[config.mk]
export PLATFORM = sky130hd
export DESIGN_NAME = ctrl_pipe_unit_flat
export DESIGN_NICKNAME = d
export VERILOG_FILES = /design/src/rtl/ctrl_pipe_unit_if.sv /design/src/rtl/ctrl_pipe_unit.sv /design/src/flat_wrapper.sv
export SDC_FILE = /design/constraint.sdc
export NUM_CORES = 1
export LEC_CHECK = 0
export CAP_MARGIN = 20
export CORE_MARGIN = 4
export CORE_UTILIZATION = 41
export DETAILED_ROUTE_END_ITERATION = 10
export PLACE_DENSITY = 0.94
export SETUP_SLACK_MARGIN = 0.02
export SYNTH_ARGS = -nofsm -noshare
export SYNTH_HDL_FRONTEND = slang
export SYNTH_SLANG_ARGS = --single-unit
[constraint.sdc]
create_clock -name clk -period 4.4 [get_ports clk]
set_clock_uncertainty 0.15 [all_clocks]
set_input_delay 0.88 -clock clk [delete_from_list [all_inputs] [get_ports clk]]
set_output_delay 0.88 -clock clk [all_outputs]
set_load 0.01 [all_outputs]
[src/rtl/ctrl_pipe_unit_if.sv]
// ctrl_pipe_unit_if: bundles the decode inputs and the pipelined control
// outputs of ctrl_pipe_unit.
//   slave  : control unit side (takes D-stage fields and zero_e, drives controls)
//   master : datapath side (drives D-stage fields and zero_e, takes controls)
interface ctrl_pipe_unit_if #(
  parameter int unsigned REG_ADDR_W = 5
);
  logic [6:0]            op_d;
  logic [REG_ADDR_W-1:0] rs1_d;
  logic [REG_ADDR_W-1:0] rs2_d;
  logic [REG_ADDR_W-1:0] rd_d;
  logic                  zero_e;

  logic [2:0]            imm_src_d;
  logic                  reg_write_e;
  logic                  mem_write_e;
  logic                  alu_src_e;
  logic                  branch_e;
  logic                  jump_e;
  logic                  jalr_e;
  logic [1:0]            result_src_e;
  logic [1:0]            alu_op_e;
  logic [REG_ADDR_W-1:0] rd_e;
  logic                  pc_src_e;

  logic                  reg_write_m;
  logic                  mem_write_m;
  logic [1:0]            result_src_m;
  logic [REG_ADDR_W-1:0] rd_m;

  logic                  reg_write_w;
  logic [1:0]            result_src_w;
  logic [REG_ADDR_W-1:0] rd_w;

  logic                  stall_f;
  logic                  stall_d;
  logic                  flush_d;
  logic                  flush_e;
  logic                  illegal_w;

  modport slave (
    input  op_d, rs1_d, rs2_d, rd_d, zero_e,
    output imm_src_d,
    output reg_write_e, mem_write_e, alu_src_e, branch_e, jump_e, jalr_e,
    output result_src_e, alu_op_e, rd_e, pc_src_e,
    output reg_write_m, mem_write_m, result_src_m, rd_m,
    output reg_write_w, result_src_w, rd_w,
    output stall_f, stall_d, flush_d, flush_e, illegal_w
  );

  modport master (
    output op_d, rs1_d, rs2_d, rd_d, zero_e,
    input  imm_src_d,
    input  reg_write_e, mem_write_e, alu_src_e, branch_e, jump_e, jalr_e,
    input  result_src_e, alu_op_e, rd_e, pc_src_e,
    input  reg_write_m, mem_write_m, result_src_m, rd_m,
    input  reg_write_w, result_src_w, rd_w,
    input  stall_f, stall_d, flush_d, flush_e, illegal_w
  );
endinterface

[src/rtl/ctrl_pipe_unit.sv]
// ctrl_pipe_unit: RV32 pipelined control unit. Decodes the D-stage opcode,
// carries the control bundle through D->E->M->W registers and produces the
// load-use stall and branch/jump flush controls.
// Ports:
//   clk  : core clock, rising edge
//   rst  : synchronous active-high reset, clears every pipeline register
//   bus  : ctrl_pipe_unit_if.slave (D-stage fields in; E/M/W controls,
//          imm_src_d and hazard controls out)
// Optional feature: define CTRL_ILLEGAL_TRAP_EN to pipeline an illegal-opcode
// flag to illegal_w; otherwise illegal_w is tied low.
module ctrl_pipe_unit #(
  parameter int unsigned REG_ADDR_W     = 5,
  parameter bit          ZERO_REG_GUARD = 1'b1
) (
  input logic             clk,
  input logic             rst,
  ctrl_pipe_unit_if.slave bus
);

  localparam logic [6:0] OP_LW   = 7'b0000011;
  localparam logic [6:0] OP_SW   = 7'b0100011;
  localparam logic [6:0] OP_R    = 7'b0110011;
  localparam logic [6:0] OP_IALU = 7'b0010011;
  localparam logic [6:0] OP_BEQ  = 7'b1100011;
  localparam logic [6:0] OP_JAL  = 7'b1101111;
  localparam logic [6:0] OP_JALR = 7'b1100111;
  localparam logic [6:0] OP_LUI  = 7'b0110111;

  typedef struct packed {
    logic       regWrite;
    logic       memWrite;
    logic       aluSrc;
    logic       branch;
    logic       jump;
    logic       jalr;
    logic [1:0] resultSrc;
    logic [1:0] aluOp;
  } ctrlBundle_t;

  ctrlBundle_t           decCtrl;
  logic [2:0]            immSrc;
  ctrlBundle_t           ctrlE;
  logic [REG_ADDR_W-1:0] rdE;
  logic                  regWriteM;
  logic                  memWriteM;
  logic [1:0]            resultSrcM;
  logic [REG_ADDR_W-1:0] rdM;
  logic                  regWriteW;
  logic [1:0]            resultSrcW;
  logic [REG_ADDR_W-1:0] rdW;
  logic                  lwStall;
  logic                  pcSrc;
  logic                  flushE;
`ifdef CTRL_ILLEGAL_TRAP_EN
  logic                  decIllegal;
  logic                  illegalE;
  logic                  illegalM;
  logic                  illegalW;
`endif

  // Opcode decode; unknown opcodes leave every control at zero.
  always_comb begin
    decCtrl = '0;
    immSrc  = 3'b000;
`ifdef CTRL_ILLEGAL_TRAP_EN
    decIllegal = 1'b0;
`endif
    case (bus.op_d)
      OP_LW: begin
        decCtrl.regWrite  = 1'b1;
        decCtrl.aluSrc    = 1'b1;
        decCtrl.resultSrc = 2'b01;
      end
      OP_SW: begin
        decCtrl.aluSrc   = 1'b1;
        decCtrl.memWrite = 1'b1;
        immSrc           = 3'b001;
      end
      OP_R: begin
        decCtrl.regWrite = 1'b1;
        decCtrl.aluOp    = 2'b10;
      end
      OP_IALU: begin
        decCtrl.regWrite = 1'b1;
        decCtrl.aluSrc   = 1'b1;
        decCtrl.aluOp    = 2'b10;
      end
      OP_BEQ: begin
        decCtrl.branch = 1'b1;
        decCtrl.aluOp  = 2'b01;
        immSrc         = 3'b010;
      end
      OP_JAL: begin
        decCtrl.regWrite  = 1'b1;
        decCtrl.resultSrc = 2'b10;
        decCtrl.jump      = 1'b1;
        immSrc            = 3'b011;
      end
      OP_JALR: begin
        decCtrl.regWrite  = 1'b1;
        decCtrl.aluSrc    = 1'b1;
        decCtrl.resultSrc = 2'b10;
        decCtrl.jump      = 1'b1;
        decCtrl.jalr      = 1'b1;
      end
      OP_LUI: begin
        decCtrl.regWrite = 1'b1;
        decCtrl.aluSrc   = 1'b1;
        decCtrl.aluOp    = 2'b11;
        immSrc           = 3'b100;
      end
      default: begin
`ifdef CTRL_ILLEGAL_TRAP_EN
        decIllegal = 1'b1;
`endif
      end
    endcase
  end

  // Hazards: a load in E feeding a D-stage source stalls; a taken
  // branch/jump in E squashes D and E. The two never coincide.
  always_comb begin
    lwStall = (ctrlE.resultSrc == 2'b01) &&
              ((rdE == bus.rs1_d) || (rdE == bus.rs2_d)) &&
              !(ZERO_REG_GUARD && (rdE == '0));
    pcSrc   = ctrlE.jump || (ctrlE.branch && bus.zero_e);
    flushE  = lwStall || pcSrc;
  end

  // D->E register; a flush loads a bubble, reset takes precedence.
  always_ff @(posedge clk) begin
    if (rst || flushE) begin
      ctrlE <= '0;
      rdE   <= '0;
    end else begin
      ctrlE <= decCtrl;
      rdE   <= bus.rd_d;
    end
  end

  // E->M and M->W registers advance every cycle.
  always_ff @(posedge clk) begin
    if (rst) begin
      regWriteM  <= 1'b0;
      memWriteM  <= 1'b0;
      resultSrcM <= 2'b00;
      rdM        <= '0;
      regWriteW  <= 1'b0;
      resultSrcW <= 2'b00;
      rdW        <= '0;
    end else begin
      regWriteM  <= ctrlE.regWrite;
      memWriteM  <= ctrlE.memWrite;
      resultSrcM <= ctrlE.resultSrc;
      rdM        <= rdE;
      regWriteW  <= regWriteM;
      resultSrcW <= resultSrcM;
      rdW        <= rdM;
    end
  end

`ifdef CTRL_ILLEGAL_TRAP_EN
  // Illegal flag travels with the bundle and is cleared by bubbles.
  always_ff @(posedge clk) begin
    if (rst) begin
      illegalE <= 1'b0;
      illegalM <= 1'b0;
      illegalW <= 1'b0;
    end else begin
      illegalE <= decIllegal && !flushE;
      illegalM <= illegalE;
      illegalW <= illegalM;
    end
  end
  assign bus.illegal_w = illegalW;
`else
  assign bus.illegal_w = 1'b0;
`endif

  assign bus.imm_src_d    = immSrc;
  assign bus.reg_write_e  = ctrlE.regWrite;
  assign bus.mem_write_e  = ctrlE.memWrite;
  assign bus.alu_src_e    = ctrlE.aluSrc;
  assign bus.branch_e     = ctrlE.branch;
  assign bus.jump_e       = ctrlE.jump;
  assign bus.jalr_e       = ctrlE.jalr;
  assign bus.result_src_e = ctrlE.resultSrc;
  assign bus.alu_op_e     = ctrlE.aluOp;
  assign bus.rd_e         = rdE;
  assign bus.pc_src_e     = pcSrc;
  assign bus.reg_write_m  = regWriteM;
  assign bus.mem_write_m  = memWriteM;
  assign bus.result_src_m = resultSrcM;
  assign bus.rd_m         = rdM;
  assign bus.reg_write_w  = regWriteW;
  assign bus.result_src_w = resultSrcW;
  assign bus.rd_w         = rdW;
  assign bus.stall_f      = lwStall;
  assign bus.stall_d      = lwStall;
  assign bus.flush_d      = pcSrc;
  assign bus.flush_e      = flushE;

endmodule

[src/flat_wrapper.sv]
// flat-port wrapper written by rule: the top's interface ports become plain ports
module ctrl_pipe_unit_flat 
#(
  parameter int unsigned REG_ADDR_W     = 5,
  parameter bit          ZERO_REG_GUARD = 1'b1
)
  (clk, rst, bus_op_d, bus_rs1_d, bus_rs2_d, bus_rd_d, bus_zero_e, bus_imm_src_d, bus_reg_write_e, bus_mem_write_e, bus_alu_src_e, bus_branch_e, bus_jump_e, bus_jalr_e, bus_result_src_e, bus_alu_op_e, bus_rd_e, bus_pc_src_e, bus_reg_write_m, bus_mem_write_m, bus_result_src_m, bus_rd_m, bus_reg_write_w, bus_result_src_w, bus_rd_w, bus_stall_f, bus_stall_d, bus_flush_d, bus_flush_e, bus_illegal_w);
  ctrl_pipe_unit_if #(.REG_ADDR_W(REG_ADDR_W)) bus_i ();
  input logic clk;
  input logic rst;
  input wire logic [$bits(bus_i.op_d)-1:0] bus_op_d;
  input wire logic [$bits(bus_i.rs1_d)-1:0] bus_rs1_d;
  input wire logic [$bits(bus_i.rs2_d)-1:0] bus_rs2_d;
  input wire logic [$bits(bus_i.rd_d)-1:0] bus_rd_d;
  input wire logic [$bits(bus_i.zero_e)-1:0] bus_zero_e;
  output wire logic [$bits(bus_i.imm_src_d)-1:0] bus_imm_src_d;
  output wire logic [$bits(bus_i.reg_write_e)-1:0] bus_reg_write_e;
  output wire logic [$bits(bus_i.mem_write_e)-1:0] bus_mem_write_e;
  output wire logic [$bits(bus_i.alu_src_e)-1:0] bus_alu_src_e;
  output wire logic [$bits(bus_i.branch_e)-1:0] bus_branch_e;
  output wire logic [$bits(bus_i.jump_e)-1:0] bus_jump_e;
  output wire logic [$bits(bus_i.jalr_e)-1:0] bus_jalr_e;
  output wire logic [$bits(bus_i.result_src_e)-1:0] bus_result_src_e;
  output wire logic [$bits(bus_i.alu_op_e)-1:0] bus_alu_op_e;
  output wire logic [$bits(bus_i.rd_e)-1:0] bus_rd_e;
  output wire logic [$bits(bus_i.pc_src_e)-1:0] bus_pc_src_e;
  output wire logic [$bits(bus_i.reg_write_m)-1:0] bus_reg_write_m;
  output wire logic [$bits(bus_i.mem_write_m)-1:0] bus_mem_write_m;
  output wire logic [$bits(bus_i.result_src_m)-1:0] bus_result_src_m;
  output wire logic [$bits(bus_i.rd_m)-1:0] bus_rd_m;
  output wire logic [$bits(bus_i.reg_write_w)-1:0] bus_reg_write_w;
  output wire logic [$bits(bus_i.result_src_w)-1:0] bus_result_src_w;
  output wire logic [$bits(bus_i.rd_w)-1:0] bus_rd_w;
  output wire logic [$bits(bus_i.stall_f)-1:0] bus_stall_f;
  output wire logic [$bits(bus_i.stall_d)-1:0] bus_stall_d;
  output wire logic [$bits(bus_i.flush_d)-1:0] bus_flush_d;
  output wire logic [$bits(bus_i.flush_e)-1:0] bus_flush_e;
  output wire logic [$bits(bus_i.illegal_w)-1:0] bus_illegal_w;
  assign bus_i.op_d = bus_op_d;
  assign bus_i.rs1_d = bus_rs1_d;
  assign bus_i.rs2_d = bus_rs2_d;
  assign bus_i.rd_d = bus_rd_d;
  assign bus_i.zero_e = bus_zero_e;
  assign bus_imm_src_d = bus_i.imm_src_d;
  assign bus_reg_write_e = bus_i.reg_write_e;
  assign bus_mem_write_e = bus_i.mem_write_e;
  assign bus_alu_src_e = bus_i.alu_src_e;
  assign bus_branch_e = bus_i.branch_e;
  assign bus_jump_e = bus_i.jump_e;
  assign bus_jalr_e = bus_i.jalr_e;
  assign bus_result_src_e = bus_i.result_src_e;
  assign bus_alu_op_e = bus_i.alu_op_e;
  assign bus_rd_e = bus_i.rd_e;
  assign bus_pc_src_e = bus_i.pc_src_e;
  assign bus_reg_write_m = bus_i.reg_write_m;
  assign bus_mem_write_m = bus_i.mem_write_m;
  assign bus_result_src_m = bus_i.result_src_m;
  assign bus_rd_m = bus_i.rd_m;
  assign bus_reg_write_w = bus_i.reg_write_w;
  assign bus_result_src_w = bus_i.result_src_w;
  assign bus_rd_w = bus_i.rd_w;
  assign bus_stall_f = bus_i.stall_f;
  assign bus_stall_d = bus_i.stall_d;
  assign bus_flush_d = bus_i.flush_d;
  assign bus_flush_e = bus_i.flush_e;
  assign bus_illegal_w = bus_i.illegal_w;
  ctrl_pipe_unit #(.REG_ADDR_W(REG_ADDR_W), .ZERO_REG_GUARD(ZERO_REG_GUARD)) u_core (.clk(clk), .rst(rst), .bus(bus_i));
endmodule
Yosys cells after proc, flatten, opt, wreduce, memory -nomap -nowiden --
Index checks and enable logic that the tools add are counted.
Storage, ports and cells: register bits after elaboration 32, input port bits 25, output and inout bits 41, word-level logic and storage cells 49
Cells by class: equal/unequal tests 11, muxes and demuxes 9, reduce and logical (&&, ||, !) cells 13
Operators by type and width (number):
- 7-bit by 6-bit equality test with 1-bit output (second input constant) | 3
- 7-bit equality test (second input constant) | 3
- 3-bit case mux with 4 select lines | 1
- 5-bit equality test | 2
- 7-bit by 2-bit equality test with 1-bit output (second input constant) | 1
- 7-bit by 5-bit equality test with 1-bit output (second input constant) | 1
- 1-bit two-way mux | 6
- 2-bit case mux with 3 select lines | 1
- 6-bit OR reduction | 1
- 5-bit logical NOT | 1
- 5-bit OR reduction | 1
- 1-bit logical OR | 4
- 2-bit case mux with 2 select lines | 1
- 2-bit OR reduction | 2
- 1-bit logical AND | 3
- 2-bit by 1-bit equality test with 1-bit output (second input constant) | 1
- 1-bit logical NOT | 1

Logic depth before layout (Yosys ltp) --
Gate-level depths: netlist of the first run.
depth after elaboration 6, gate-level depth with buffers 6

Worst setup path after synthesis of the first run --
OpenSTA, ideal clock, no wires.
path type in2out, start input bus_rs1_d[0], end output bus_stall_f, arrival 2.157 ns, path slack 1.213 ns, stages 6, cells stage by stage xor2_1 -> nor3_2 -> nand3_1 -> a2111oi_4 -> buf_6 -> buf_4
On the way: cells in the longest elaborated chain, start to end 4
RTL lines:
- from (decl) | line flat_wrapper.sv:12 | input wire logic [$bits(bus_i.rs1_d)-1:0] bus_rs1_d;
- 5-bit equality test | line ctrl_pipe_unit.sv:124 | ((rdE == bus.rs1_d) || (rdE == bus.rs2_d)) &&
- 1-bit logical OR | line ctrl_pipe_unit.sv:124
- 1-bit logical AND | line ctrl_pipe_unit.sv:123 | lwStall = (ctrlE.resultSrc == 2'b01) &&
- 1-bit logical AND | line ctrl_pipe_unit.sv:124
- to (decl) | line flat_wrapper.sv:34 | output wire logic [$bits(bus_i.stall_f)-1:0] bus_stall_f;
Every way passes these cells.

Worst setup path after layout of the first run --
start input bus_rs1_d[0], end output bus_flush_e
On the way: cells in the longest elaborated chain, start to end 5
RTL lines:
- 5-bit equality test | line ctrl_pipe_unit.sv:124
- 1-bit logical OR | line ctrl_pipe_unit.sv:124
- 1-bit logical AND | line ctrl_pipe_unit.sv:123
- 1-bit logical AND | line ctrl_pipe_unit.sv:124
- 1-bit logical OR | line ctrl_pipe_unit.sv:127 | flushE = lwStall || pcSrc;
- to (decl) | line flat_wrapper.sv:37 | output wire logic [$bits(bus_i.flush_e)-1:0] bus_flush_e;
Every way passes these cells.

==> flow_summary.json, run 1 <==
{
  "run_status": "complete, no violations",
  "fin_util_pct": 69.5,
  "wl_per_cell_um": 13.5,
  "yosys.area_share.simple_pct": 29.9,
  "die_y_um": 63.4,
  "drt_pass1_iterations": 3,
  "row_count": 19,
  "regArea_um2": 641,
  "drv_slew": 0,
  "antenna_found_initial": 0,
  "final.period_utilization_pct": 91.2,
  "rsz0062_at_grt": "false",
  "syn-num-nets": 159,
  "syn_avg_cell_area_um2": 9.37,
  "syn_inst": 134,
  "synth-main-ff-cell": "dfxtp_1",
  "vias_per_cell": 4.87,
  "startpoint_type": "primary input",
  "postCtsSetupBuffers": 0,
  "cts_hold_buffers": 0,
  "globalRouteOverflowTotal": 0,
  "clockRootBuffer": "clkbuf_4",
  "dr.first_iter.drc_count": 26,
  "period_minus_slack_ns": 4.01,
  "clkSinkCount": 32,
  "worstSetupPathType": "primary input to primary output",
  "dieWidth_um": 63.4,
  "ys_ff_latch": 32,
  "tightest_slew_ns": 0.637,
  "finalPower_uw": 594,
  "cts_buffers": 5,
  "synth_edf_count": 0,
  "async_flop_share_pct": 0,
  "irDropWorstVdd_mv": 0.159,
  "synth_xor_area_share_pct": 7.67,
  "ys.warnings.count": 0,
  "start_util_pct": 44.0,
  "clockBufferDepth": 2,
  "cp-end-kind": "primary output",
  "core_area_mm2": 0.00285,
  "relSlewSlack_pct": 57.4,
  "finalWirelength_um": 3120,
  "globalRouteTotalUtil_pct": 16.5,
  "synth_top_family_by_area": "simple AND/OR/NAND/NOR gates",
  "grt_max_degree": 20,
  "worst_setup_hold_path_clk_slew_ns": 0.09,
  "worstPathMaxFanout": 4,
  "hpwl_um": 2480,
  "synth_adder_area_share_pct": 0,
  "drc": 0,
  "synth_area_mm2": 0.00126,
  "synth.area.mux_share_pct": 0.896,
  "drv_cap": 0,
  "antenna_cells": 0,
  "place_inst": 223,
  "area_delta_synth_final_pct": 57.8,
  "grt_pass1_vias": 1149,
  "crit_arrival_ns": 2.98,
  "p_leak_nw": 0.753,
  "htree_levels": 2,
  "synth.distinct_cells": 28,
  "numPortBuffers": 64,
  "gp_congestion": 0.845,
  "drive_gt1_share_pct": 7.00,
  "min_path_type": "flop to flop",
  "multi_input_area_um2": 556,
  "dp_slack_ns": 0.360,
  "synth_compound_area_share_pct": 5.48,
  "ys_seq_area_share_pct": 51.0,
  "finalHoldViolations": 0,
  "max_freq_ghz": 0.249,
  "p_per_area_mw_per_mm2": 300,
  "cts_tree": "yes",
  "tns_ns": 0,
  "clock_latency_ns": 0.33,
  "fillers": 219,
  "timing.final.ws_setup_ns": 0.389,
  "setup_viol": 0,
  "cp.required_ns": 3.37,
  "ios": 66,
  "nets": 224,
  "instances_no_fill": 231,
  "fp.dieArea_mm2": 0.00401,
  "vias": 1126,
  "post_cts_resized": 0,
  "grt_pass1_wl_um": 5190,
  "ant_nets": 0
}
[Yosys cell counts (2+ instances only)]
cell type	instances	area, um^2
clkbuf_1	5	18.8
xnor2_1	5	43.8
nand2_1	11	41.3
nor2_1	14	52.6
nor3_1	6	30.0
nand2b_1	3	18.8
a21oi_1	3	15.0
inv_1	2	7.51
nor2b_1	17	106
nor4_1	4	25.0
xor2_1	6	52.6
nand3_1	6	30.0
nor3_2	2	20.0
buf_4	3	22.5
or4_1	3	22.5
dfxtp_1	32	641
[kinds of logic after synthesis]
| kind of cell | after synthesis |
|---|---|
| xor gates and xnor gates | 11 |
| AOI/OAI and AO/OA | 8 |
| other | 1 |
| and+or+nand+nor | 70 |
| buffers and inverters | 11 |
| muxes | 1 |
| DFF | 32 |
[path summary, 6_finish.rpt]
path | from | end | slack, ns | cells past startpoint
hold reg to reg | u_core.bus.reg_write_m$_SDFF_PP0_ | u_core.bus.reg_write_w$_SDFF_PP0_ | 0.31 | 1
setup reg to reg | u_core.bus.rd_e[0]$_SDFF_PP0_ | u_core.bus.alu_src_e$_SDFF_PP0_ | 2.40 | 6
setup / recovery | bus_rs1_d[0] | bus_flush_e | 0.39 | 7
hold / removal | u_core.bus.reg_write_m$_SDFF_PP0_ | u_core.bus.reg_write_w$_SDFF_PP0_ | 0.31 | 1
[power breakdown]
group | switching [mW] | internal [mW]
logic | 0.0322 | 0.0453
clock network | 0.0956 | 0.119
registers | 0.00592 | 0.296
[sequential cells by signal, indices dropped and copies added (netlist names), 2 cells and up]
name / cells
u_core.bus.alu_op_e: 2
u_core.bus.rd_e: 5
u_core.bus.rd_m: 5
u_core.bus.rd_w: 5
u_core.bus.result_src_e: 2
u_core.bus.result_src_m: 2
u_core.bus.result_src_w: 2
[worst max-delay path: stages]
cell and delay [ns]:
clkdlybuf4s50_1 0.42, xor2_1 0.17, nor3_2 0.21, nand3_1 0.15, a2111oi_4 0.46, nand2b_1 0.15
clkdlybuf4s50_1 0.53
[cells in the final DEF, fill, tap and decap left out, types with 3 or more instances in the layout]
cell             netlist  final
xnor2_1                5      5
a21oi_1                3      3
xor2_1                 6      6
clkbuf_4               0      5
buf_4                  3      3
clkdlybuf4s50_1        0     64
nand2b_1               3      3
nor3_1                 6      6
nor2b_1               17     17
or4_1                  3      3
dfxtp_1               32     32
nor4_1                 4      4
nor2_1                14     14
nand2_1               11     11
nand3_1                6      6
[layer usage]
layer  track usage [%]  part of all wire (%)
met5                 0                     0
met1              16.1                    38
met4              8.63                   2.5
met3              6.57                   8.6
met2              29.7                    50
[final cells by class]
type	instances	share of cell area (%)
clock buffers	6	2.08
clock inverters	2	1.77
inverters	2	0.379
multi-input cells	91	28.0
flip-flops and latches	32	32.3
well taps	31	1.96
repair buffers	67	33.5
[through the flow]
step | hold slack [ns] | area (um^2)
2_1_floorplan | 0.338 | 1260
3_3_place_gp | 0.292 | 1910
3_5_place_dp | 0.299 | 1910
4_1_cts | 0.316 | 1980
5_1_grt | 0.332 | 1980
6_report | 0.314 | 1980
(Power assumes the default switching activity.)
==> inputs of run 2 (changes only) <==
Settings changed: ABC_AREA set to 1, CORE_UTILIZATION 41 to 39, GPL_TIMING_DRIVEN set to 1, PLACE_DENSITY 0.94 to 0.9.
Clock period 4.4 ns to 3.9 ns, I/O delays scaled along.
==> run 2 against run 1 <==
Effect of this change: first-iteration DRC count grew 69%; core utilization decreased by 5.6 points; power is 0.90% lower; die area rose by 7.7%; register-to-register slack worse by 0.04 ns; critical path depth grew 1; worst setup slack gained 0.15 ns; sequential power increased by 12%; routed wire length fell by 8.0%; non-clock buffer count is 3 lower; largest cell class is now sequential cells.
==> flow_summary.json, run 2 <==
{
  "grt_pass1_wl_um": 4850,
  "irDropWorstVdd_mv": 0.138,
  "slowest_stage": "clkdlybuf4s50_1",
  "dr.first_iter.drc_count": 44,
  "p_per_area_mw_per_mm2": 295,
  "globalRouteOverflowTotal": 0,
  "worst_setup_hold_path_clk_slew_ns": 0.09,
  "die_y_um": 65.7,
  "cp-end-kind": "primary output",
  "layout_common_cells": "64 x clkdlybuf4s50_1, 43 x inv_1, 37 x nor2_1",
  "antenna_cells": 0,
  "clockBufferDepth": 2,
  "cts_tree": "yes",
  "clock_latency_ns": 0.32,
  "synth-main-ff-cell": "dfxtp_1",
  "synth.distinct_cells": 17,
  "max_freq_ghz": 0.298,
  "post_cts_resized": 0,
  "drive_gt1_share_pct": 7.29,
  "finalHoldViolations": 0,
  "synth_area_leaders": "dfxtp_1 49%, inv_1 12%, nor2_1 11%, nand2_1 10%, nor2_2 4.3%",
  "drv_slew": 0,
  "globalRouteTotalUtil_pct": 14.8,
  "dieWidth_um": 65.7,
  "path_common_cell": "nand2_1",
  "rsz0062_at_grt": "false",
  "yosysTopAreaCell": "dfxtp_1",
  "tightest_slew_ns": 0.609,
  "start_util_pct": 41.6,
  "drc": 0,
  "final_common_cell": "clkdlybuf4s50_1",
  "grt_pass1_vias": 1177,
  "period_minus_slack_ns": 3.36,
  "syn-num-nets": 207,
  "finalWirelength_um": 2870,
  "fin_hold_ws_ns": 0.272,
  "grt_max_degree": 19,
  "postCtsSetupBuffers": 0,
  "ios": 66,
  "crit_arrival_ns": 2.43,
  "fin_util_pct": 63.8,
  "syn_inst": 182,
  "gp_congestion": 0.834,
  "drt_pass1_iterations": 4,
  "synth_area_mm2": 0.00130,
  "cts_buffers": 5,
  "setup_viol": 0,
  "synthTopCellsByCount": "43 x inv_1, 37 x nor2_1, 36 x nand2_1, 32 x dfxtp_1, 9 x nor2_2",
  "ys_ff_latch": 32,
  "fp.dieArea_mm2": 0.00432,
  "ant_nets": 0,
  "ys.warnings.count": 0,
  "startpoint_type": "primary input",
  "clkSinkCount": 32,
  "crit_chain": "clkdlybuf4s50_1 > nand2_1 > inv_1 > nand2_1 > nor2_1 > nand3_1 > nand2_1 > clkdlybuf4s50_1",
  "run_status": "complete, no violations",
  "finalPower_uw": 589,
  "cts_hold_buffers": 0,
  "synth_top_area_share_pct": 49.3,
  "ys_seq_area_share_pct": 49.3,
  "nets": 272,
  "row_count": 20,
  "tns_ns": 0,
  "worst-path-buf-inv": 3,
  "critPathMaxStageDelay_ns": 0.53,
  "drv_cap": 0,
  "clockRootBuffer": "clkbuf_4",
  "vias": 1234,
  "hpwl_um": 2370,
  "htree_levels": 2,
  "min_path_type": "flop to flop",
  "vias_per_cell": 4.24,
  "synth_edf_count": 0,
  "yosysMostFrequentCell": "inv_1",
  "p_leak_nw": 0.935,
  "worstSetupPathType": "primary input to primary output",
  "antenna_found_initial": 0,
  "worstPathMaxFanout": 4,
  "wl_per_cell_um": 9.87,
  "cp.required_ns": 2.97,
  "final.period_utilization_pct": 86.1,
  "relSlewSlack_pct": 59.3,
  "syn_avg_cell_area_um2": 7.14,
  "area_delta_synth_final_pct": 53.6,
  "critPathTopFamily": "buffers and inverters",
  "async_flop_share_pct": 0,
  "numPortBuffers": 64,
  "core_area_mm2": 0.00313
}
[run 2: cell count changes after synthesis, moves of 4 or more]
| cell | previous run | this run |
|---|---|---|
| inv_1 | 2 | 43 |
| xor2_1 | 6 | 0 |
| nor4_1 | 4 | 0 |
| nor2_2 | 0 | 9 |
| nor2b_1 | 17 | 0 |
| nor2_1 | 14 | 37 |
| nand2_1 | 11 | 36 |
[run 2: logic make-up (layout without fill, tap and decap cells)]
family / after synthesis / in the layout / share of synthesized area, %
compound gates: 1 / 1 / 0.385
buf+inv: 49 / 114 / 15.9
flops: 32 / 32 / 49.3
xor+xnor: 2 / 2 / 1.35
other cells: 1 / 1 / 0.288
simple gates: 97 / 97 / 32.8
[run 2: where the power goes]
part / switching [mW] / leakage (nW) / total [mW] / internal [mW]
clock: 0.101 / 0.0281 / 0.167 / 0.0662
sequential: 0.00559 / 0.260 / 0.339 / 0.334
combinational: 0.0365 / 0.647 / 0.0824 / 0.0459
total: 0.143 / 0.935 / 0.589 / 0.446
[run 2: worst reg2reg max path, delay by kind of cell, from the launching register on]
family                 cells  cell delay, ns
AND/OR/NAND/NOR            8            0.76
flip-flops                 1            0.43
buffers and inverters      1            0.08
[run 2: area by class of cell]
class | count | area (um^2)
fill | 258 | 1130
sequential | 32 | 641
timing repair buffer | 64 | 641
multi-input combinational | 101 | 453
inverter | 43 | 161
tap | 44 | 55.1
clock buffer | 6 | 41.3
clock inverter | 1 | 5.00
[run 2: stage by stage]
step / std cells / setup WS (ns) / area, um^2
after floorplan: 182 / 1.55 / 1300
after global placement: 284 / 0.608 / 1950
after detailed placement: 284 / 0.546 / 1950
after CTS: 291 / 0.534 / 2000
after global routing: 291 / 0.362 / 2000
final: 291 / 0.542 / 2000
[run 2: metal layers]
metal  wire (um)  part of all wire, %  track usage (%)
met1        1140                   40             14.2
met2        1470                   51             27.9
met3         233                  8.1             5.98
met4          31                  1.1             5.44
met5           0                    0                0
[run 2: worst paths after layout]
check,startpoint,endpoint,slack (ns),cells past startpoint
min reg2reg,u_core.bus.rd_m[0]$_SDFF_PP0_,u_core.bus.rd_w[0]$_SDFF_PP0_,0.27,2
max,bus_op_d[1],bus_imm_src_d[0],0.54,8
min,u_core.bus.rd_m[0]$_SDFF_PP0_,u_core.bus.rd_w[0]$_SDFF_PP0_,0.27,2
max reg2reg,u_core.bus.rd_e[4]$_SDFF_PP0_,u_core.bus.result_src_e[1]$_SDFF_PP0_,2.36,9
